[src/rtl/death_anim_addr.sv]
// Death-animation sprite addressing: maps the current pixel into a 64x64 frame
// of a multi-frame sprite ROM and sequences the frames on video-frame ticks.
module death_anim_addr #(
  parameter int SPR_W       = 64,
  parameter int SPR_H       = 64,
  parameter int N_FRAMES    = 4,
  parameter int FRAME_TICKS = 8
) (
  input  logic        vga_clk,
  input  logic        reset,
  input  logic [9:0]  DrawX,
  input  logic [9:0]  DrawY,
  input  logic        frame_start,
  input  logic        trigger,
  input  logic [9:0]  sprite_x,
  input  logic [9:0]  sprite_y,
  output logic [13:0] rom_address,
  output logic        in_sprite,
  output logic        busy,
  output logic        done
);

  localparam int            TW         = (FRAME_TICKS > 1) ? $clog2(FRAME_TICKS) : 1;
  localparam logic [TW-1:0] TICK_LAST  = TW'(FRAME_TICKS - 1);
  localparam logic [1:0]    LAST_FRAME = 2'(N_FRAMES - 1);
  localparam logic [10:0]   X_SPAN     = 11'(SPR_W - 1);
  localparam logic [10:0]   Y_SPAN     = 11'(SPR_H - 1);

  typedef enum logic [1:0] {IDLE, PLAY, HOLD} state_t;

  state_t        r_state;
  logic [1:0]    r_frame_idx;
  logic [TW-1:0] r_tick;
  logic          r_busy;
  logic          r_done;
  logic [13:0]   r_rom_address;
  logic          r_in_sprite;

  // Bounds are compared in 11 bits so a sprite near the right/bottom edge
  // never wraps its far edge back to small coordinates.
  logic [10:0] w_x, w_y, w_sx, w_sy;
  logic        w_in_x, w_in_y, w_inside;
  logic [5:0]  w_col, w_row;
  logic [1:0]  w_next_frame;

  assign w_x      = {1'b0, DrawX};
  assign w_y      = {1'b0, DrawY};
  assign w_sx     = {1'b0, sprite_x};
  assign w_sy     = {1'b0, sprite_y};
  assign w_in_x   = (w_x >= w_sx) && (w_x <= w_sx + X_SPAN);
  assign w_in_y   = (w_y >= w_sy) && (w_y <= w_sy + Y_SPAN);
  assign w_inside = w_in_x && w_in_y;
  // Only the low six bits of the offset matter once the pixel is inside.
  assign w_col    = DrawX[5:0] - sprite_x[5:0];
  assign w_row    = DrawY[5:0] - sprite_y[5:0];

  assign w_next_frame = r_frame_idx + 2'd1;

  always_ff @(posedge vga_clk or posedge reset) begin
    if (reset) begin
      r_in_sprite   <= 1'b0;
      r_rom_address <= '0;
    end else begin
      r_in_sprite   <= w_inside;
      r_rom_address <= w_inside ? {r_frame_idx, w_row, w_col} : '0;
    end
  end

  always_ff @(posedge vga_clk or posedge reset) begin
    if (reset) begin
      r_state     <= IDLE;
      r_frame_idx <= '0;
      r_tick      <= '0;
      r_busy      <= 1'b0;
      r_done      <= 1'b0;
    end else begin
      r_done <= 1'b0;
      case (r_state)
        IDLE: begin
          r_frame_idx <= '0;
          r_tick      <= '0;
          if (trigger) begin
            r_state <= PLAY;
            r_busy  <= 1'b1;
          end
        end
        PLAY: begin
          if (frame_start) begin
            if (r_tick == TICK_LAST) begin
              r_tick <= '0;
              if (N_FRAMES == 1) begin
                r_state <= HOLD;
                r_busy  <= 1'b0;
                r_done  <= 1'b1;
              end else begin
                r_frame_idx <= w_next_frame;
                if (w_next_frame == LAST_FRAME) begin
                  r_state <= HOLD;
                  r_busy  <= 1'b0;
                  r_done  <= 1'b1;
                end
              end
            end else begin
              r_tick <= r_tick + 1'b1;
            end
          end
        end
        HOLD: begin
          // Restart wins over any frame_start seen in the same cycle.
          if (trigger) begin
            r_state     <= PLAY;
            r_busy      <= 1'b1;
            r_frame_idx <= '0;
            r_tick      <= '0;
          end
        end
        default: begin
          r_state     <= IDLE;
          r_busy      <= 1'b0;
          r_frame_idx <= '0;
          r_tick      <= '0;
        end
      endcase
    end
  end

  assign rom_address = r_rom_address;
  assign in_sprite   = r_in_sprite;
  assign busy        = r_busy;
  assign done        = r_done;

endmodule

[config.mk]
export PLATFORM = sky130hd
export DESIGN_NAME = death_anim_addr
export DESIGN_NICKNAME = d
export VERILOG_FILES = /design/src/rtl/death_anim_addr.sv
export SDC_FILE = /design/constraint.sdc
export NUM_CORES = 1
export LEC_CHECK = 0
export CAP_MARGIN = 25
export CORE_ASPECT_RATIO = 1.4
export CORE_UTILIZATION = 55
export CTS_BUF_LIST = sky130_fd_sc_hd__clkbuf_2
export CTS_CLUSTER_DIAMETER = 80
export CTS_CLUSTER_SIZE = 16
export DETAILED_ROUTE_END_ITERATION = 16
export PLACE_DENSITY = 0.91
export RECOVER_POWER = 50
export SLEW_MARGIN = 20
export SYNTH_ARGS = -nofsm -noshare
export SYNTH_HDL_FRONTEND = slang
export SYNTH_SLANG_ARGS = --single-unit
[constraint.sdc]
create_clock -name vga_clk -period 2.6 [get_ports vga_clk]
set_clock_uncertainty 0.15 [all_clocks]
set_input_delay 0.78 -clock vga_clk [delete_from_list [all_inputs] [get_ports vga_clk]]
set_output_delay 0.78 -clock vga_clk [all_outputs]
set_load 0.01 [all_outputs]
==> results of run 1 <==
==> cells by family after synthesis <==
group,count (synthesis),synth area share
simple gates,71,0.160
compound gates,62,0.176
fa+ha+maj,47,0.264
buf+inv,32,0.0558
flops,24,0.263
xor+xnor,20,0.0766
mux,1,0.00493
==> per-layer routing <==
layer  global-route usage  overflow
met5                    0         0
met2                0.907         9
met1                0.551         0
met3                0.389         0
met4                0.790         7
==> per-stage QoR <==
step | setup TNS (ns) | instances | hold slack (ns)
after floorplan | -8.08 | 257 | 0.301
after global placement | -19.34 | 435 | 0.317
after detailed placement | -20.85 | 435 | 0.339
after CTS | -5.29 | 443 | 0.375
==> repair_timing <==
| action | 4_1_cts |
|---|---|
| setup endpoints to repair | 15 |
| pin swaps | 26 |
| gates resized for setup | 74 |
| endpoints found under the hold margin | 0 |
| setup buffers | 4 |
==> synth_stat cells (5+ instances only) <==
library cell / number / share of area
o21a_1: 5 / 0.016
ha_1: 45 / 0.25
nand4_1: 12 / 0.033
nand2_1: 14 / 0.023
a21oi_1: 11 / 0.024
inv_1: 30 / 0.049
o21ai_0: 17 / 0.037
nor2_1: 18 / 0.030
a21o_1: 9 / 0.030
xnor2_1: 16 / 0.061
and2_1: 5 / 0.014
dfrtp_1: 24 / 0.26
nor3_1: 7 / 0.015
==> impl_metrics.env, run 1 <==
export IMPL_grt_max_degree=25
export IMPL_postSynthAreaPerCell_um2=8.89
export IMPL_synth_seq_cells=24
export IMPL_initial_core_util=0.578
export IMPL_port_buffer_count=60
export IMPL_synth_cell_types=42
export IMPL_die_height_um=78.3
export IMPL_cts_buffer_depth=2
export IMPL_grt_usage=0.640
export IMPL_async_flop_share=1.00
export IMPL_ys_flop_type="dfrtp_1"
export IMPL_worst_ep_kind="register data pin"
export IMPL_ys_warn_count=0
export IMPL_syn_inst=257
export IMPL_lastStage="global routing (5_1_grt)"
export IMPL_hpwl_um=5920
export IMPL_outcome="stopped before the end"
export IMPL_postPlaceCellArea_um2=3540
export IMPL_syn_nets=348
export IMPL_pin_count=61
export IMPL_cts_num_sinks=24
export IMPL_htree_levels=1
export IMPL_holdBufCountCts=0
export IMPL_ys_seq_area_frac=0.263
export IMPL_stop_error="[ERROR GRT-0232] Routing congestion too high. Check the congestion heatmap in the GUI."
export IMPL_place_ws_ns=-1.43
export IMPL_timing_grt_repair_worst_endpoint="rom_address[4]$_DFF_PP0_/D"
export IMPL_synth_edf_count=0
export IMPL_syn_cell_area_um2=2290
export IMPL_die_w_um=56.5
export IMPL_cts_buffers=3
export IMPL_gr_total_overflow=16
export IMPL_num_rows=27
export IMPL_cts_root_buf="clkbuf_2"
export IMPL_place_gp_congestion=0.897
==> run 2: changes to the inputs <==
--- a/config.mk
+++ b/config.mk
@@ -6,13 +6,9 @@
 export NUM_CORES = 1
 export LEC_CHECK = 0
 export CAP_MARGIN = 25
-export CORE_ASPECT_RATIO = 1.4
-export CORE_UTILIZATION = 55
-export CTS_BUF_LIST = sky130_fd_sc_hd__clkbuf_2
-export CTS_CLUSTER_DIAMETER = 80
-export CTS_CLUSTER_SIZE = 16
+export CORE_UTILIZATION = 40
 export DETAILED_ROUTE_END_ITERATION = 16
-export PLACE_DENSITY = 0.91
+export PLACE_DENSITY_LB_ADDON = 0.15
 export RECOVER_POWER = 50
 export SLEW_MARGIN = 20
 export SYNTH_ARGS = -nofsm -noshare
==> run 2 against run 1 <==
  * Area after synthesis stayed put
  * Synthesized cell count stayed put
  * The flow now finishes, with violations (negative setup slack)
==> impl_metrics.env, run 2 <==
export IMPL_outcome="complete, but fails checks"
export IMPL_violations="negative setup slack"
export IMPL_ys_warn_count=0
export IMPL_ys_top_cells_by_area="dfrtp_1 (26%), ha_1 (25%), xnor2_1 (6.1%), inv_1 (4.9%), o21ai_0 (3.7%)"
export IMPL_r2r_slack_ns=0.88
export IMPL_hpwl_um=4800
export IMPL_drt_wirelength_per_cell_um=12.1
export IMPL_max_cap_viol_count=0
export IMPL_synth_cell_types=42
export IMPL_timing_rr_end="r_tick[0]$_DFFE_PP0P_"
export IMPL_leakage_nw=1.92
export IMPL_final_common_cell="buf_4"
export IMPL_num_rows=27
export IMPL_power_per_cell_area_nw_per_um2=362
export IMPL_postPlaceCellArea_um2=3630
export IMPL_hp_class="reg -> reg"
export IMPL_fin_ws_ns=-0.525
export IMPL_syn_cell_area_um2=2290
export IMPL_internal_power_w=0.000946
export IMPL_drtIter0Drc=51
export IMPL_max_vdd_ir_drop_mv=0.224
export IMPL_r2r_cells=4
export IMPL_cts_num_sinks=24
export IMPL_ys_flop_type="dfrtp_1"
export IMPL_coreArea_um2=5510
export IMPL_syn_nets=348
export IMPL_synthToLayoutAreaGrowth_pct=68.6
export IMPL_fmax_mhz=320
export IMPL_avgViaCountPerCell=4.93
export IMPL_min_from="r_frame_idx[0]$_DFFE_PP0P_"
export IMPL_path_buf_inv=3
export IMPL_synth_edf_count=0
export IMPL_cpMaxStageDelayCell="or4_1"
export IMPL_pin_count=61
export IMPL_crit_path_max_fanout=4
export IMPL_max_stage_delay_ns=0.55
export IMPL_switching_share=0.322
export IMPL_drc=0
export IMPL_timing_final_crit_period_ns=3.13
export IMPL_cts_buffer_depth=2
export IMPL_gr_total_overflow=0
export IMPL_cts_tree="built"
export IMPL_drive_above_1_share=0.345
export IMPL_vias=2382
export IMPL_critical_path_startpoint="sprite_x[1]"
export IMPL_crit_required_ns=2.60
export IMPL_synth_seq_cells=24
export IMPL_async_flop_share=1.00
export IMPL_combinationalPowerShare=0.498
export IMPL_dr_pass1_iters=5
export IMPL_clkTransAtPathRegs_ns=0.08
export IMPL_totalWireLength_um=5820
export IMPL_cts_root_buf="clkbuf_8"
export IMPL_period_share=1.20
export IMPL_grt_pass1_vias=2378
export IMPL_postSynthAreaPerCell_um2=8.89
export IMPL_port_buffer_count=60
export IMPL_switchingPower_w=0.000450
export IMPL_clkLatencyLatePin_ns=0.26
export IMPL_hold_viol=0
export IMPL_grt_usage=0.198
export IMPL_start_kind="input pin"
export IMPL_antenna_cells=0
export IMPL_final_cell_mix="buf_4 (84), clkdlybuf4s50_1 (42), ha_1 (41)"
export IMPL_synth_most_common_cell="ha_1"
export IMPL_rsz0062_at_grt="true"
export IMPL_place_ws_ns=-1.37
export IMPL_dieArea_um2=6020
export IMPL_grt_max_degree=25
export IMPL_cp_depth=15
export IMPL_fin_nets=503
export IMPL_synth_top_area_frac=0.263
export IMPL_yosys_area_top_type="dfrtp_1"
export IMPL_htree_levels=1
export IMPL_stdcell_area_um2=3850
export IMPL_timing_rr_start="r_state[0]$_DFFE_PP0P_"
export IMPL_synth_common_cells="ha_1 (45), inv_1 (30), dfrtp_1 (24)"
export IMPL_critical_path_arrival_ns=3.12
export IMPL_critPathCaptureType="flip-flop"
export IMPL_drv_slew=0
export IMPL_crit_path_cell_trace="buf_12 -> inv_12 -> ha_4 -> nand2_4 -> nor3_2 -> or3_1 -> xnor2_1 -> ha_1 -> a21o_1 -> a211o_1 -> a211oi_2 -> or4_1 -> nand3_2 -> inv_2 -> and2_1"
export IMPL_die_w_um=77.6
export IMPL_pwr_share_clk=0.172
export IMPL_seqPwrFrac=0.330
export IMPL_endpoint="rom_address[1]$_DFF_PP0_"
export IMPL_tightest_slew_ns=1.20
export IMPL_ys_seq_area_frac=0.263
export IMPL_syn_inst=257
export IMPL_initial_core_util=0.415
export IMPL_critical_path_class="in -> reg"
export IMPL_finalSetupViolations=15
export IMPL_die_height_um=77.6
export IMPL_largest_reg_flops=14
export IMPL_ant_nets=0
export IMPL_place_gp_congestion=0.837
export IMPL_relSlewSlack=0.199
export IMPL_cp_top_family="simple AND/OR/NAND/NOR gates"
export IMPL_cts_buffers=3
export IMPL_grt_pass1_wl_um=9870
export IMPL_antenna_found_initial=0
==> run 2: cell counts after synthesis <==
No cell type changed its count.
==> run 2: worst min path at each step <==
stage	endpoint	slack (ns)	cells after the start
finish	r_frame_idx[0]$_DFFE_PP0P_	0.34	1
global route	r_frame_idx[0]$_DFFE_PP0P_	0.39	1
CTS	r_frame_idx[0]$_DFFE_PP0P_	0.34	1
detailed placement	r_tick[2]$_DFFE_PP0P_	0.33	2
global placement	r_frame_idx[0]$_DFFE_PP0P_	0.32	1
floorplan	r_frame_idx[0]$_DFFE_PP0P_	0.30	1
==> run 2: metal layers <==
metal	wire length, µm	up-vias	GRT usage
met2	3010	62	0.374
met4	70	0	0.0358
met1	2550	1086	0.242
li1	-	1226	-
met5	0	-	0
met3	198	8	0.0200
==> run 2: worst register-to-register path: stages, from the launching register on <==
cell and delay, ns:
dfrtp_1 0.42, or3b_2 0.49, o21ai_1 0.30, nor4_1 0.09, a21o_1 0.17
==> run 2: power by group through the flow <==
stage | sequential [W] | clock [W] | combinational [W]
floorplan | 0.000469 | 0 | 0.000321
CTS | 0.000459 | 0.000244 | 0.000681
global placement | 0.000465 | 0 | 0.000630
global route | 0.000468 | 0.000258 | 0.000774
finish | 0.000460 | 0.000240 | 0.000695
detailed placement | 0.000466 | 0 | 0.000647
==> run 2: cells by family (layout without fill, tap and decap cells) <==
kind of cell | after synthesis | count (layout) | share of synthesized area
and+or+nand+nor | 71 | 71 | 0.160
AOI/OAI and AO/OA | 62 | 62 | 0.176
adders and majority gates | 47 | 47 | 0.264
buffers and inverters | 32 | 186 | 0.0558
DFF | 24 | 24 | 0.263
xor gates and xnor gates | 20 | 20 | 0.0766
muxes | 1 | 1 | 0.00493
==> run 2: final cells by class <==
type	instances	area, µm²
Clock buffer	4	55.1
Sequential cell	24	601
Tap cell	72	90.1
Multi-Input combinational cell	201	1690
Timing Repair Buffer	151	1290
Fill cell	451	1650
Inverter	31	134
==> run 2: repair_timing <==
| item | in CTS | in global routing |
|---|---|---|
| buffers inserted | 6 | 1 |
| resized for setup | 69 | 20 |
| endpoints found under the setup margin | 15 | 15 |
| hold buffers | 0 | 0 |
| pin swaps | 28 | 23 |
==> run 2: stage by stage <==
step                      std cells  hold slack (ns)  power, W  setup TNS [ns]   util
after floorplan                 257            0.301  0.000790           -8.08      -
after global placement          472            0.322   0.00109          -19.45  0.660
after detailed placement        472            0.328   0.00111          -19.83  0.660
after CTS                       482            0.344   0.00139           -6.71  0.690
after global routing            483            0.389   0.00150           -8.38  0.700
final                           483            0.341   0.00140           -7.43  0.700
(Power assumes the default switching activity.)
==> run 3: changes to the inputs <==
--- a/config.mk
+++ b/config.mk
@@ -5,7 +5,6 @@
 export SDC_FILE = /design/constraint.sdc
 export NUM_CORES = 1
 export LEC_CHECK = 0
-export CAP_MARGIN = 25
 export CORE_UTILIZATION = 40
 export DETAILED_ROUTE_END_ITERATION = 16
 export PLACE_DENSITY_LB_ADDON = 0.15
==> results of run 3 <==
The final DEF is identical to that of run 2; final timing and power are the same.
